===== src/rtl/seg_scan_decoder.sv =====
// Recovers a four-digit MM:SS value from a scanned, active-low 7-segment bus.
// Digits are debounced, checked for scan order, and committed a full frame at a time.
module seg_scan_decoder #(
  parameter int STABLE = 1
) (
  input  logic       clk_m,
  input  logic       rst_n,
  input  logic [3:0] an,
  input  logic [7:0] seg,
  output logic [3:0] min_tens,
  output logic [3:0] min_ones,
  output logic [3:0] sec_tens,
  output logic [3:0] sec_ones,
  output logic       frame_done,
  output logic       frame_valid,
  output logic       seq_err,
  output logic       code_err,
  output logic [7:0] err_cnt
);

  localparam logic [3:0] STAB = 4'(STABLE);
  localparam logic [3:0] AN_MT = 4'b0111;
  localparam logic [3:0] AN_MO = 4'b1011;
  localparam logic [3:0] AN_ST = 4'b1101;
  localparam logic [3:0] AN_SO = 4'b1110;

  typedef enum logic [1:0] {HUNT, GOT3, GOT2, GOT1} state_t;

  // Returns {illegal, digit}.
  function automatic logic [4:0] decode(input logic [6:0] s);
    case (s)
      7'h40:   decode = 5'd0;
      7'h79:   decode = 5'd1;
      7'h24:   decode = 5'd2;
      7'h30:   decode = 5'd3;
      7'h19:   decode = 5'd4;
      7'h12:   decode = 5'd5;
      7'h02:   decode = 5'd6;
      7'h78:   decode = 5'd7;
      7'h00:   decode = 5'd8;
      7'h10:   decode = 5'd9;
      default: decode = 5'h10;
    endcase
  endfunction

  logic [3:0] an_q, an_d;
  logic [7:0] seg_q, seg_d;
  logic [3:0] stab_cnt_q, stab_cnt_d;
  logic       acc_done_q, acc_done_d;
  state_t     state_q, state_d;
  logic [3:0] sh_mt_q, sh_mt_d, sh_mo_q, sh_mo_d, sh_st_q, sh_st_d;
  logic [3:0] min_tens_q, min_tens_d, min_ones_q, min_ones_d;
  logic [3:0] sec_tens_q, sec_tens_d, sec_ones_q, sec_ones_d;
  logic       frame_done_q, frame_done_d, frame_valid_q, frame_valid_d;
  logic       seq_err_q, seq_err_d, code_err_q, code_err_d;
  logic [7:0] err_cnt_q, err_cnt_d;

  logic       differ, an_legal, accept;
  logic [4:0] dec;

  always_comb begin
    differ     = ({an, seg} != {an_q, seg_q});
    an_legal   = (an_q == AN_MT) || (an_q == AN_MO) || (an_q == AN_ST) || (an_q == AN_SO);
    // acc_done_q keeps a saturated run from being accepted a second time.
    accept     = an_legal && (stab_cnt_q == STAB) && !acc_done_q;
    dec        = decode(seg_q[6:0]);

    an_d       = an;
    seg_d      = seg;
    stab_cnt_d = differ ? 4'd1 : ((stab_cnt_q >= STAB) ? STAB : stab_cnt_q + 4'd1);
    acc_done_d = differ ? 1'b0 : (acc_done_q | accept);

    state_d       = state_q;
    sh_mt_d       = sh_mt_q;
    sh_mo_d       = sh_mo_q;
    sh_st_d       = sh_st_q;
    min_tens_d    = min_tens_q;
    min_ones_d    = min_ones_q;
    sec_tens_d    = sec_tens_q;
    sec_ones_d    = sec_ones_q;
    frame_done_d  = 1'b0;
    frame_valid_d = frame_valid_q;
    seq_err_d     = 1'b0;
    code_err_d    = 1'b0;

    if (accept) begin
      if (dec[4]) begin
        code_err_d = 1'b1;
        state_d    = HUNT;
      end else if (an_q == AN_MT) begin
        sh_mt_d = dec[3:0];
        state_d = GOT3;
      end else if (state_q == GOT3 && an_q == AN_MO) begin
        sh_mo_d = dec[3:0];
        state_d = GOT2;
      end else if (state_q == GOT2 && an_q == AN_ST) begin
        sh_st_d = dec[3:0];
        state_d = GOT1;
      end else if (state_q == GOT1 && an_q == AN_SO) begin
        min_tens_d    = sh_mt_q;
        min_ones_d    = sh_mo_q;
        sec_tens_d    = sh_st_q;
        sec_ones_d    = dec[3:0];
        frame_done_d  = 1'b1;
        frame_valid_d = 1'b1;
        state_d       = HUNT;
      end else begin
        seq_err_d = 1'b1;
        state_d   = HUNT;
      end
    end

    err_cnt_d = err_cnt_q;
    if ((seq_err_d || code_err_d) && err_cnt_q != 8'hFF) err_cnt_d = err_cnt_q + 8'd1;
  end

  always_ff @(posedge clk_m) begin
    if (!rst_n) begin
      an_q          <= 4'hF;
      seg_q         <= 8'hFF;
      stab_cnt_q    <= 4'd0;
      acc_done_q    <= 1'b0;
      state_q       <= HUNT;
      sh_mt_q       <= 4'd0;
      sh_mo_q       <= 4'd0;
      sh_st_q       <= 4'd0;
      min_tens_q    <= 4'd0;
      min_ones_q    <= 4'd0;
      sec_tens_q    <= 4'd0;
      sec_ones_q    <= 4'd0;
      frame_done_q  <= 1'b0;
      frame_valid_q <= 1'b0;
      seq_err_q     <= 1'b0;
      code_err_q    <= 1'b0;
      err_cnt_q     <= 8'd0;
    end else begin
      an_q          <= an_d;
      seg_q         <= seg_d;
      stab_cnt_q    <= stab_cnt_d;
      acc_done_q    <= acc_done_d;
      state_q       <= state_d;
      sh_mt_q       <= sh_mt_d;
      sh_mo_q       <= sh_mo_d;
      sh_st_q       <= sh_st_d;
      min_tens_q    <= min_tens_d;
      min_ones_q    <= min_ones_d;
      sec_tens_q    <= sec_tens_d;
      sec_ones_q    <= sec_ones_d;
      frame_done_q  <= frame_done_d;
      frame_valid_q <= frame_valid_d;
      seq_err_q     <= seq_err_d;
      code_err_q    <= code_err_d;
      err_cnt_q     <= err_cnt_d;
    end
  end

  assign min_tens    = min_tens_q;
  assign min_ones    = min_ones_q;
  assign sec_tens    = sec_tens_q;
  assign sec_ones    = sec_ones_q;
  assign frame_done  = frame_done_q;
  assign frame_valid = frame_valid_q;
  assign seq_err     = seq_err_q;
  assign code_err    = code_err_q;
  assign err_cnt     = err_cnt_q;

endmodule


===== config.mk =====
export PLATFORM = sky130hd
export DESIGN_NAME = seg_scan_decoder
export DESIGN_NICKNAME = d
export VERILOG_FILES = /design/src/rtl/seg_scan_decoder.sv
export SDC_FILE = /design/constraint.sdc
export NUM_CORES = 1
export LEC_CHECK = 0
export CAP_MARGIN = 20
export CORE_MARGIN = 2
export CORE_UTILIZATION = 45
export CTS_CLUSTER_SIZE = 25
export DETAILED_ROUTE_END_ITERATION = 8
export MAX_ROUTING_LAYER = met4
export PLACE_DENSITY_LB_ADDON = 0.2
export SYNTH_ARGS = -nofsm -noshare
export SYNTH_HDL_FRONTEND = slang
export SYNTH_SLANG_ARGS = --single-unit

===== constraint.sdc =====
create_clock -name clk_m -period 3.6 [get_ports clk_m]
set_input_delay 0.36 -clock clk_m [delete_from_list [all_inputs] [get_ports clk_m]]
set_output_delay 0.36 -clock clk_m [all_outputs]
set_load 0.02 [all_outputs]

==> metrics.cfg, run 1 <==
[die]
fp.dieArea_um2 = 6530
io_pins = 42
die_w_um = 80.8
die_h_um = 80.8
core_um2 = 5610
num_rows = 27
start_util = 0.473

[layout]
layout_common_cells = dfxtp_1, nand2_1, clkdlybuf4s50_1, mux2i_1, nand2b_1
area_growth_pct = 24.0
fillers = 525
final_area_um2 = 3290
regArea_um2 = 1180
fin_nets = 336
final_layout_size_suffix_gt1_frac = 0.0805
multi_input_area_um2 = 1330
layout_commonest_cell = dfxtp_1
diodes = 0

[grt]
grt.overflow.total = 0
grt_pass1_vias = 1952
grt_max_degree = 50
antenna_found_initial = 0
grt_pass1_wl_mm = 8.58
grtUsageTotal = 0.176

[place]
pre_cts_ws_ps = 935
port_buffers = 41
gp_congestion = 0.858
place_hpwl_mm = 3.36
placed_area_um2 = 3050

[logic_synthesis]
synth_top_family_by_area = simple AND/OR/NAND/NOR gates
synth.largest_area_cell = dfxtp_1
synth-adder-area-share = 0.0189
synthCells = 283
async_reset_ff_frac = 0
netlist.area_leader.share = 0.445
synth-main-ff-cell = dfxtp_1
syn_area_um2 = 2660
yosysWarnings = 0
synthXorXnorAreaFrac = 0.0528
yosysUniqueCellTypes = 44
syn_avg_cell_area_um2 = 9.38
yosys-mux-area-fraction = 0.109
synth.area.top_cells = dfxtp_1, mux2i_1, nand2_1
yosys.area_share.simple = 0.231
syn-num-nets = 301
synth_compound_area_frac = 0.0877
synth_edf_count = 0
ys_seq_area_frac = 0.445
synth-seq-cells = 59

[power_and_ir_drop]
p_leak_nw = 1.25
vdd_ir_drop_max_uv = 214
power-per-cell-area_nw_per_um2 = 450
finalPower_mw = 1.48

[clock_network]
cts-hold-fix-buffers = 0
cts_made_buffers = 9
path_clk_slew_ps = 70
h-tree-depth = 3
cts_setup_buffers = 0
clk_latency_ps = 340
clock-root-buffer = clkbuf_8
clockBufferDepth = 2
cts_resized = 0
clock_sinks = 59
cts_tree = built

[outcome]
status = finished, final reports clean

[drt]
routed_wl_mm = 4.94
via_per_inst = 5.21
dr.first_iter.drc_count = 97
dr.pass1.iters = 4
routedWlPerCell_um = 12.5
drtAntennaViolNets = 0
route.detailed.drc = 0
vias = 2057

[sta]
worstMarginPinSlew_ps = 989
skew_ps = 5.23
slew_headroom = 0.340
period_share = 0.740
timing.final.ws_setup_ps = 937
setup_viol = 0
hold_viol = 0
grt_setup_unrepaired = false
min_period_ps = 2660
slew_viol_final = 0
fmax_ghz = 0.376
final.setup.tns_ps = 0

[run]
cap_viol_max_count = 0

[critical_path]
cp_max_fo = 18
endpoint_kind = flip-flop
start_kind = flip-flop
cp_data_arrival_time_ps = 2860
crit_type = flip-flop to flip-flop
required_ps = 3790

[hold_path]
hp-class = flip-flop to flip-flop

-- synth_stat cells (all sizes together) (4+ instances only) --
library cell	number
a21oi	13
a31oi	4
buf	9
clkbuf	10
dfxtp	59
ha	4
inv	7
mux2i	29
nand2	43
nand2b	16
nand3	5
nand4b	4
nor2	14
o21ai	6
o31ai	5
or4	6
xnor2	14
-- path summary, 6_finish.rpt --
path / start / slack, ps / cells after the start / to
setup / recovery: seg_q[6] / 940 / 6 / min_ones[1]
hold / removal: frame_valid / 450 / 2 / frame_valid
setup reg to reg: seg_q[6] / 940 / 6 / min_ones[1]
hold reg to reg: frame_valid / 450 / 2 / frame_valid
-- through the flow --
stage / instances / utilization / hold WS [ps]
after floorplan: 283 / - / 442
after global placement: 379 / 0.544 / 435
after detailed placement: 379 / 0.544 / 442
after CTS: 395 / 0.587 / 452
after global routing: 395 / 0.587 / 463
final: 395 / 0.587 / 449
-- power breakdown --
part / total (mW) / switching [mW] / internal, mW / leakage [nW]
logic: 0.0777 / 0.0364 / 0.0414 / 0.656
registers: 0.679 / 0.0168 / 0.662 / 0.480
clock network: 0.725 / 0.267 / 0.458 / 0.119
total: 1.48 / 0.320 / 1.16 / 1.25
-- sequential cells by signal (all words and copies together) (netlist names) --
| name | flops |
|---|---|
| sh_mt_q | 4 |
| stab_cnt_q | 4 |
| seq_err | 1 |
| sh_mo_q | 4 |
| sh_st_q | 4 |
| an_q | 4 |
| code_err | 1 |
| frame_done | 1 |
| sec_tens | 4 |
| seg_q | 8 |
| min_tens | 4 |
| err_cnt | 8 |
| sec_ones | 4 |
| min_ones | 4 |
| frame_valid | 1 |
| state_q | 2 |
| acc_done_q | 1 |
-- cell families after synthesis --
| kind of cell | after synthesis |
|---|---|
| DFF | 59 |
| buffers and inverters | 26 |
| other | 1 |
| AOI/OAI and AO/OA | 35 |
| muxes | 29 |
| and+or+nand+nor | 113 |
| adders and majority gates | 4 |
| xor gates and xnor gates | 16 |
-- layer usage --
metal / vias to the layer above / track usage / routed length (µm)
met5: - / - / 0
met4: 0 / 0.0966 / 122
met3: 14 / 0.0522 / 233
met2: 46 / 0.268 / 2210
met1: 950 / 0.209 / 2370
li1: 1047 / - / -
-- final cells by class --
class                           instances  share of cell area
Clock inverter                          7              0.0353
Clock buffer                            9              0.0376
Sequential cell                        59               0.359
Tap cell                               72              0.0274
Inverter                                7             0.00798
Timing Repair Buffer                   43               0.129
Multi-Input combinational cell        198               0.404
-- critical path, stage by stage (launching register included) --
cell and delay (ps):
dfxtp_1 520, xor2_1 120, or4b_4 550, a21oi_4 200, o21bai_2 100, or3_1 780
mux2i_1 240
(Power assumes the default switching activity.)
==> inputs of run 2 (changes only) <==
Clock period 3.6 ns to 2.45 ns, I/O delays scaled along.
==> run 2 against run 1 <==
Effect of this change:
- hold slack got worse by 3.8 ps
- non-clock buffer count increased by 9
- maximum frequency increased by 15%
- die area unchanged
- clock power increased by 8.6%
- combinational power increased by 66%
- register-to-register slack got worse by 810 ps
- flip-flop and latch count unchanged
==> metrics.cfg, run 2 (same netlist as run 1, synthesis figures left out) <==
[grt]
grtUsageTotal = 0.175  ; was 0.176
grt.overflow.total = 0  ; unchanged
grt_pass1_wl_mm = 8.49  ; was 8.58 mm
antenna_found_initial = 0  ; unchanged
grt_pass1_vias = 1836  ; was 1952
grt_max_degree = 50  ; unchanged

[clock_network]
cts_made_buffers = 9  ; unchanged
cts-hold-fix-buffers = 0  ; unchanged
h-tree-depth = 3  ; unchanged
clock_sinks = 59  ; unchanged
clk_latency_ps = 330  ; was 340 ps
path_clk_slew_ps = 70  ; about the same
cts_resized = 0  ; unchanged
cts_setup_buffers = 0  ; unchanged
clockBufferDepth = 2  ; unchanged
cts_tree = built  ; unchanged
clock-root-buffer = clkbuf_8  ; unchanged

[critical_path]
endpoint_kind = flip-flop  ; unchanged
cp_max_fo = 7  ; was 18
required_ps = 2660  ; was 3790 ps
start_kind = flip-flop  ; unchanged
crit_type = flip-flop to flip-flop  ; unchanged
cp_data_arrival_time_ps = 2520  ; was 2860 ps

[layout]
fillers = 527  ; was 525
regArea_um2 = 1180  ; unchanged
final_layout_size_suffix_gt1_frac = 0.105  ; was 0.0805
final_area_um2 = 3300  ; was 3290 µm²
diodes = 0  ; unchanged
multi_input_area_um2 = 1330  ; unchanged
area_growth_pct = 24.3  ; was 24.0%
layout_commonest_cell = dfxtp_1  ; unchanged
layout_common_cells = dfxtp_1, nand2_1, clkdlybuf4s50_1, mux2i_1, nand2b_1  ; unchanged
fin_nets = 345  ; was 336

[die]
start_util = 0.473  ; unchanged
num_rows = 27  ; unchanged
io_pins = 42  ; unchanged
fp.dieArea_um2 = 6530  ; unchanged
die_h_um = 80.8  ; unchanged
die_w_um = 80.8  ; unchanged
core_um2 = 5610  ; unchanged

[sta]
grt_setup_unrepaired = false  ; unchanged
min_period_ps = 2320  ; was 2660 ps
timing.final.ws_setup_ps = 132  ; was 937 ps
slew_headroom = 0.662  ; was 0.340
hold_viol = 0  ; unchanged
slew_viol_final = 0  ; unchanged
period_share = 0.946  ; was 0.740
final.setup.tns_ps = 0  ; unchanged
fmax_ghz = 0.431  ; was 0.376 GHz
setup_viol = 0  ; unchanged
skew_ps = 6.64  ; was 5.23 ps
worstMarginPinSlew_ps = 507  ; was 989 ps

[outcome]
status = finished, final reports clean  ; unchanged

[place]
placed_area_um2 = 3120  ; was 3050 µm²
port_buffers = 41  ; unchanged
place_hpwl_mm = 3.51  ; was 3.36 mm
gp_congestion = 0.862  ; was 0.858
pre_cts_ws_ps = 161  ; was 935 ps

[run]
cap_viol_max_count = 0  ; unchanged

[power_and_ir_drop]
power_frac_seq = 0.519  ; was 0.458
switching_share = 0.250  ; was 0.216
power-per-cell-area_nw_per_um2 = 578  ; was 450 nW/µm²
power_switching_mw = 0.477  ; was 0.320 mW
p_int_mw = 1.43  ; was 1.16 mW
vdd_ir_drop_max_uv = 423  ; was 214 µV
pwr-share-comb = 0.068  ; was 0.052
clockPowerShare = 0.413  ; was 0.489
p_leak_nw = 1.26  ; was 1.25 nW

[drt]
dr.first_iter.drc_count = 85  ; was 97
vias = 2096  ; was 2057
via_per_inst = 5.19  ; was 5.21
route.detailed.drc = 0  ; unchanged
routedWlPerCell_um = 12.6  ; was 12.5 µm
drtAntennaViolNets = 0  ; unchanged
routed_wl_mm = 5.07  ; was 4.94 mm
dr.pass1.iters = 4  ; unchanged

[hold_path]
hp-class = flip-flop to flip-flop  ; unchanged

-- run 2: cell types whose count changed in the layout (fill, tap and decap cells not counted) --
cell / delta
clkbuf_8: +1
bufinv_16: -3
clkinvlp_4: +2
buf_4: +9
-- run 2: critical path: stages, from the launching register on --
cell      delay (ps)
dfxtp_1          460
nand2_1          110
or4b_4           510
a21oi_4          210
o21bai_2         110
or4_1            620
mux2i_1          160
-- run 2: final timing paths --
path                 end  cells after the start        start  slack (ps)
max           sh_st_q[1]                      6     seg_q[4]         130
min          frame_valid                      2  frame_valid         450
max reg2reg   sh_st_q[1]                      6     seg_q[4]         130
min reg2reg  frame_valid                      2  frame_valid         450
-- run 2: stage by stage --
step | std cells | total power, mW | hold WS, ps | util
2_1_floorplan | 283 | 1.10 | 346 | -
3_5_place_dp | 388 | 1.14 | 441 | 0.556
3_3_place_gp | 388 | 1.14 | 432 | 0.556
6_report | 404 | 1.91 | 445 | 0.588
4_1_cts | 404 | 1.93 | 451 | 0.588
5_1_grt | 404 | 1.99 | 479 | 0.588
-- run 2: area by class of cell --
class | instances | share of cell area
multi-input cells | 198 | 0.403
flip-flops and latches | 59 | 0.358
repair buffers | 52 | 0.149
clock buffers | 10 | 0.0417
well taps | 72 | 0.0273
clock inverters | 6 | 0.0125
inverters | 7 | 0.00796
-- run 2: power groups by stage --
stage / Combinational [mW] / Sequential [mW] / Clock [mW]
after floorplan: 0.0914 / 1.00 / 0
after global placement: 0.129 / 1.01 / 0
after detailed placement: 0.131 / 1.01 / 0
after CTS: 0.131 / 0.990 / 0.812
after global routing: 0.142 / 0.992 / 0.856
final: 0.129 / 0.991 / 0.787
-- run 2: layer usage --
layer / vias to the layer above / part of all wire / track usage
met4: 0 / 0.012 / 0.0695
met5: - / 0 / -
met3: 6 / 0.047 / 0.0533
met1: 976 / 0.49 / 0.231
met2: 43 / 0.45 / 0.250
li1: 1071 / - / -
